`src/rtl/tilt_light_alarm_driver_if.sv`:
```
// Level-word input, buzzer drive and alarm status bundle for tilt_light_alarm_driver.
// The master drives the samples and controls; the slave drives buzzer and alarm_active.
interface tilt_light_alarm_driver_if;
    logic        sample_valid;
    logic [15:0] selected_data;
    logic        select;
    logic        mute;
    logic        ack;
    logic        buzzer;
    logic        alarm_active;

    modport master (
        output sample_valid, selected_data, select, mute, ack,
        input  buzzer, alarm_active
    );

    modport slave (
        input  sample_valid, selected_data, select, mute, ack,
        output buzzer, alarm_active
    );
endinterface

```
`src/rtl/tilt_light_alarm_driver.sv`:
```
// Qualifies over-threshold tilt/light samples and drives a gated square-wave beep; alarm_active 1 cycle after the qualifying strobe.
// No backpressure: every strobe is accepted. ALARM_LATCH_EN holds the alarm until an ack pulse.
module tilt_light_alarm_driver #(
    parameter int unsigned TONE_HALF = 12500,
    parameter int unsigned BEEP_ON   = 12500000,
    parameter int unsigned BEEP_OFF  = 12500000,
    parameter int unsigned ARM_COUNT = 3,
    parameter int unsigned GS_THRESH = 2,
    parameter int unsigned LS_THRESH = 5
) (
    input logic                      clk,
    input logic                      reset,
    tilt_light_alarm_driver_if.slave bus
);
    localparam logic [1:0] ST_IDLE      = 2'd0;
    localparam logic [1:0] ST_ARMING    = 2'd1;
    localparam logic [1:0] ST_ALARM_ON  = 2'd2;
    localparam logic [1:0] ST_ALARM_OFF = 2'd3;

    localparam int unsigned WIN_MAX = (BEEP_ON > BEEP_OFF) ? BEEP_ON : BEEP_OFF;
    localparam int TW = (TONE_HALF > 1) ? $clog2(TONE_HALF) : 1;
    localparam int WW = (WIN_MAX > 1) ? $clog2(WIN_MAX) : 1;

    logic [1:0]    state;
    logic [3:0]    cnt;
    logic          clear_pending;
    logic [TW-1:0] tone_cnt;
    logic [WW-1:0] win_cnt;
    logic          tone;
    logic          sel_q;

    logic [7:0] level;
    logic [7:0] mag;
    logic       over;
    logic       switch_src;
    logic       strobe;
    logic       in_alarm;
    logic       unused_bits;

    // Two's-complement magnitude kept 8 bits wide so that -128 reads as 128.
    assign level       = bus.selected_data[7:0];
    assign mag         = level[7] ? (~level + 8'd1) : level;
    assign over        = bus.select ? (32'(level) >= LS_THRESH) : (32'(mag) >= GS_THRESH);
    assign switch_src  = (bus.select != sel_q);
    assign strobe      = bus.sample_valid & ~switch_src;
    assign in_alarm    = state[1];
    assign unused_bits = ^{bus.selected_data[15:8], bus.ack};

    assign bus.buzzer       = tone & ~bus.mute;
    assign bus.alarm_active = in_alarm;

    always_ff @(posedge clk or posedge reset) begin
        if (reset) begin
            state         <= ST_IDLE;
            cnt           <= 4'd0;
            clear_pending <= 1'b0;
            tone_cnt      <= '0;
            win_cnt       <= '0;
            tone          <= 1'b0;
            sel_q         <= 1'b0;
        end else begin
            sel_q <= bus.select;
            if (switch_src
`ifdef ALARM_LATCH_EN
                || (bus.ack && in_alarm)
`endif
            ) begin
                state         <= ST_IDLE;
                cnt           <= 4'd0;
                clear_pending <= 1'b0;
                tone_cnt      <= '0;
                win_cnt       <= '0;
                tone          <= 1'b0;
            end else begin
`ifndef ALARM_LATCH_EN
                if (in_alarm && strobe)
                    clear_pending <= ~over;
`endif
                case (state)
                    ST_IDLE: begin
                        if (strobe && over) begin
                            if (ARM_COUNT <= 1) begin
                                state    <= ST_ALARM_ON;
                                cnt      <= 4'd0;
                                tone_cnt <= '0;
                                win_cnt  <= '0;
                                tone     <= 1'b0;
                            end else begin
                                state <= ST_ARMING;
                                cnt   <= 4'd1;
                            end
                        end
                    end
                    ST_ARMING: begin
                        if (strobe) begin
                            if (!over) begin
                                state <= ST_IDLE;
                                cnt   <= 4'd0;
                            end else if (cnt == 4'(ARM_COUNT - 1)) begin
                                state         <= ST_ALARM_ON;
                                cnt           <= 4'd0;
                                clear_pending <= 1'b0;
                                tone_cnt      <= '0;
                                win_cnt       <= '0;
                                tone          <= 1'b0;
                            end else begin
                                cnt <= cnt + 4'd1;
                            end
                        end
                    end
                    ST_ALARM_ON: begin
                        if (tone_cnt == TW'(TONE_HALF - 1)) begin
                            tone_cnt <= '0;
                            tone     <= ~tone;
                        end else begin
                            tone_cnt <= tone_cnt + 1'b1;
                        end
                        if (win_cnt == WW'(BEEP_ON - 1)) begin
                            state    <= ST_ALARM_OFF;
                            win_cnt  <= '0;
                            tone_cnt <= '0;
                            tone     <= 1'b0;
                        end else begin
                            win_cnt <= win_cnt + 1'b1;
                        end
                    end
                    default: begin
                        // Clear is only honoured here, so a beep window always runs to completion.
                        if (win_cnt == WW'(BEEP_OFF - 1)) begin
                            win_cnt  <= '0;
                            tone_cnt <= '0;
                            tone     <= 1'b0;
                            if (clear_pending) begin
                                state         <= ST_IDLE;
                                clear_pending <= 1'b0;
                            end else begin
                                state <= ST_ALARM_ON;
                            end
                        end else begin
                            win_cnt <= win_cnt + 1'b1;
                        end
                    end
                endcase
            end
        end
    end
endmodule

```
`src/flat_wrapper.sv`:
```
// flat-port wrapper written by rule: the top's interface ports become plain ports
module tilt_light_alarm_driver_flat 
#(
    parameter int unsigned TONE_HALF = 12500,
    parameter int unsigned BEEP_ON   = 12500000,
    parameter int unsigned BEEP_OFF  = 12500000,
    parameter int unsigned ARM_COUNT = 3,
    parameter int unsigned GS_THRESH = 2,
    parameter int unsigned LS_THRESH = 5
)
  (clk, reset, bus_sample_valid, bus_selected_data, bus_select, bus_mute, bus_ack, bus_buzzer, bus_alarm_active);
  tilt_light_alarm_driver_if bus_i ();
  input logic clk;
  input logic reset;
  input wire logic [$bits(bus_i.sample_valid)-1:0] bus_sample_valid;
  input wire logic [$bits(bus_i.selected_data)-1:0] bus_selected_data;
  input wire logic [$bits(bus_i.select)-1:0] bus_select;
  input wire logic [$bits(bus_i.mute)-1:0] bus_mute;
  input wire logic [$bits(bus_i.ack)-1:0] bus_ack;
  output wire logic [$bits(bus_i.buzzer)-1:0] bus_buzzer;
  output wire logic [$bits(bus_i.alarm_active)-1:0] bus_alarm_active;
  assign bus_i.sample_valid = bus_sample_valid;
  assign bus_i.selected_data = bus_selected_data;
  assign bus_i.select = bus_select;
  assign bus_i.mute = bus_mute;
  assign bus_i.ack = bus_ack;
  assign bus_buzzer = bus_i.buzzer;
  assign bus_alarm_active = bus_i.alarm_active;
  tilt_light_alarm_driver #(.TONE_HALF(TONE_HALF), .BEEP_ON(BEEP_ON), .BEEP_OFF(BEEP_OFF), .ARM_COUNT(ARM_COUNT), .GS_THRESH(GS_THRESH), .LS_THRESH(LS_THRESH)) u_core (.clk(clk), .reset(reset), .bus(bus_i));
endmodule
```
`config.mk`:
```
export PLATFORM = sky130hd
export DESIGN_NAME = tilt_light_alarm_driver_flat
export DESIGN_NICKNAME = d
export VERILOG_FILES = /design/src/rtl/tilt_light_alarm_driver_if.sv /design/src/rtl/tilt_light_alarm_driver.sv /design/src/flat_wrapper.sv
export SDC_FILE = /design/constraint.sdc
export NUM_CORES = 1
export LEC_CHECK = 0
export CAP_MARGIN = 40
export CELL_PAD_IN_SITES_DETAIL_PLACEMENT = 0
export CELL_PAD_IN_SITES_GLOBAL_PLACEMENT = 1
export CORE_MARGIN = 2
export CORE_UTILIZATION = 45
export CTS_BUF_LIST = sky130_fd_sc_hd__clkbuf_16
export CTS_CLUSTER_SIZE = 8
export DETAILED_ROUTE_END_ITERATION = 8
export HOLD_SLACK_MARGIN = 0.08
export PLACE_DENSITY = 0.86
export SETUP_SLACK_MARGIN = 0.05
export SLEW_MARGIN = 20
export SYNTH_ARGS = -nofsm -noshare
export SYNTH_HDL_FRONTEND = slang
export SYNTH_SLANG_ARGS = --single-unit
```
`constraint.sdc`:
```
create_clock -name clk -period 2.5 [get_ports clk]
set_input_delay 0.375 -clock clk [delete_from_list [all_inputs] [get_ports clk]]
set_output_delay 0.375 -clock clk [all_outputs]
set_load 0.01 [all_outputs]
```
==> impl_metrics.ini <==
[run_status]
status = completed

[cells_and_area]
area_growth_syn_to_layout_pct = 22.98
nNetsFinal = 416
drive_gt1_share_pct = 17.45
post-route-util_pct = 57.96
fin_cells = 461
diodes = 0

[power]
p_int_uw = 1725
max-vdd-ir-drop_mv = 0.3378
power_frac_comb_pct = 34.2
p_leak_uw = 0.001618
switching_power_uw = 855.4
switching_share_pct = 33.15
pwr-share-clk_pct = 33.1
p_per_area_nw_per_um2 = 689.3
p_seq_share_pct = 32.7

[synth]
synth_ff_type = dfrtp_1
syn_avg_cell_area_um2 = 8.875
seq_area_frac_synth_pct = 38.64
netlist_area_um2 = 3044
ys_warn_count = 0
async_reset_ff_share_pct = 100.0
syn_inst = 343
synth_nets = 376
ys_types = 62
ys_ff_latch = 47
synth_edf_count = 0

[sta]
worstMarginPinSlew_ns = 0.5590
maxSlewViolCount = 0
worst_slack_ns = 0.09979
finClkSkew_ns = 0.009590
fin_crit_sh_pct = 96.01
rsz0062_at_grt = yes
min_period_ns = 2.400
finalHoldViolations = 0
fmax_mhz = 416.6
worst_slew_margin_rel_pct = 62.39
setup_viol = 0

[floorplanning]
coreArea_um2 = 6459
rows = 29
dieArea_um2 = 7439
die_height_um = 86.25
initial_utilization_pct = 47.13
chipWidth_um = 86.25
io_pins = 24

[detailed_routing]
vias_per_cell = 5.991
drtIter0Drc = 149
firstDrtPassIters = 4
dr_total_vias = 2762
wl_um = 7324
drc_errors = 0
wl_per_cell_um = 15.89
ant_nets = 0

[placement]
dp_cells = 450
numPortBuffers = 14
hpwl_um = 4897
place.gp.congestion = 0.8734
dp_slack_ns = -0.2769

[min_path]
min_path_type = input pin to asynchronous set/reset pin

[clock_tree]
clkTransAtPathRegs_ns = 0.07
cts_tree = done
h-tree-depth = 2
cts_sinks = 47
numCtsBuffers = 5
cts.path.max_buffers = 2
insertion_delay_ns = 0.29
cts_root_buffer = clkbuf_16
ctsHoldBuffers = 0

[global_routing]
grt_max_degree = 48
grt_pass1_vias = 2719
overflow = 0
antenna_found_initial = 0
grt_pass1_wl_um = 12570
grt_use_total_pct = 20.61

[critical_path]
worstSetupPathType = input pin to flop
cp-start-kind = input pin
worstPathArrival_ns = 2.55
end_kind = flop
cp.required_ns = 2.65
cp_max_fo = 5

[job]
cap_violations = 0
-- sequential cells by signal, indices dropped and copies added (netlist names) --
| name | cells |
|---|---|
| u_core.clear_pending | 1 |
| u_core.cnt | 4 |
| u_core.sel_q | 1 |
| u_core.state | 2 |
| u_core.tone | 1 |
| u_core.tone_cnt | 14 |
| u_core.win_cnt | 24 |
-- worst paths after layout --
kind,start,to,slack [ns],cells past startpoint
max in group asynchronous,reset,u_core.win_cnt[10],1.83,3
setup / recovery,bus_selected_data[1],u_core.win_cnt[5],0.1,11
hold / removal,reset,u_core.win_cnt[19],0.45,3
hold reg to reg,u_core.tone,u_core.tone,0.49,1
min in group clk,u_core.tone,u_core.tone,0.49,1
setup reg to reg,u_core.cnt[0],u_core.tone_cnt[11],0.21,8
-- critical path: stages --
cell and delay (ns):
clkdlybuf4s50_1 0.48, inv_1 0.06, buf_4 0.14, ha_1 0.17, nor2b_1 0.17, o2111ai_2 0.16, a311o_2 0.40, buf_4 0.18
nand3_2 0.09, mux2i_1 0.25, nor3_2 0.08
-- timing repair --
| action | in CTS | in global routing |
|---|---|---|
| pin swaps | 1 | 3 |
| endpoints found under the setup margin | 2 | 28 |
| gates cloned | 0 | 2 |
| resized for setup | 0 | 21 |
| setup buffers | 1 | 0 |
-- per-stage QoR --
step	power (µW)	cell area (µm²)	hold slack [ns]	TNS [ns]
floorplan	1383	3044	0.4064	0
global placement	1659	3438	0.4538	-3.347
detailed placement	1670	3438	0.4633	-4.649
CTS	2534	3635	0.4547	0
global route	2716	3744	0.4999	-0.01138
finish	2580	3744	0.4490	0
-- area by class of cell --
type	instances	area [µm²]
flip-flops and latches	47	1176
fillers	581	2715
clock inverters	3	63.81
multi-input cells	275	1867
well taps	77	96.34
inverters	12	45.04
clock buffers	5	125.1
repair buffers	42	370.4
-- layer usage --
layer	share of wire, %	global-route usage [%]	up-vias	wire (µm)
met5	0	0	-	0
met4	1.2	5.966	0	90
met3	3.9	2.381	9	283
met2	49	34.67	64	3588
met1	46	28.18	1322	3362
li1	-	-	1367	-
-- kinds of logic (layout without fill, tap and decap cells) --
| logic type | Yosys count | count (layout) | synth area share (%) |
|---|---|---|---|
| xor+xnor | 7 | 7 | 2.261 |
| simple gates | 153 | 154 | 27.00 |
| fa+ha+maj | 11 | 11 | 4.521 |
| compound gates | 100 | 100 | 23.47 |
| buf+inv | 22 | 62 | 3.123 |
| flops | 47 | 47 | 38.64 |
| mux | 3 | 3 | 0.9865 |
-- synthesized netlist by cell type, types with 3 or more instances --
cell	count	share of area [%]
buf_2	4	0.66
xor2_1	5	1.4
nor2b_1	9	1.8
ha_1	11	4.5
and4_1	3	0.86
o21ai_1	4	0.66
o21ai_0	38	6.2
o31ai_1	8	2.0
nor3_1	13	2.1
mux2i_1	3	0.99
nor3b_1	3	0.74
dfrtp_1	47	39
a21oi_1	8	1.3
nand4_1	13	2.7
clkbuf_1	4	0.49
nor2_1	30	3.7
nand3_1	21	3.5
a41oi_1	3	0.86
a31oi_1	9	1.8
inv_1	12	1.5
and3_1	7	1.4
nand2_1	32	3.9
nor4_1	3	0.62
o31ai_2	8	3.3
-- power groups by stage --
stage,registers [µW],logic (µW),clock network [µW]
after global placement,854,805,0
after detailed placement,856,814,0
final,843,883,855
after global routing,848,969,898
after floorplan,854,529,0
after CTS,842,822,870
-- cells in the final DEF, fill, tap and decap left out, types with 2 or more instances in the layout --
cell / netlist / routed
dfrtp_1: 47 / 47
o21ai_0: 38 / 35
nand2_1: 32 / 32
nor2_1: 30 / 28
buf_4: 0 / 25
nand3_1: 21 / 19
clkdlybuf4s50_1: 0 / 14
nand4_1: 13 / 13
inv_1: 12 / 12
nor3_1: 13 / 12
ha_1: 11 / 10
nor2b_1: 9 / 9
a31oi_1: 9 / 9
o31ai_2: 8 / 8
a21oi_1: 8 / 8
o31ai_1: 8 / 8
o21ai_1: 4 / 7
and3_1: 7 / 7
xor2_1: 5 / 5
clkbuf_16: 0 / 5
nor4_1: 3 / 3
and4_1: 3 / 3
nor3b_1: 3 / 3
mux2i_1: 3 / 3
nand2b_1: 2 / 2
and4b_1: 2 / 2
nor2_2: 0 / 2
a41oi_1: 3 / 2
nand2b_4: 1 / 2
o41ai_2: 1 / 2
o21bai_1: 2 / 2
nand3b_1: 2 / 2
a21o_1: 2 / 2
nand3_2: 0 / 2
bufinv_16: 0 / 2
buf_6: 1 / 2
Power figures use the tool's default switching activity.
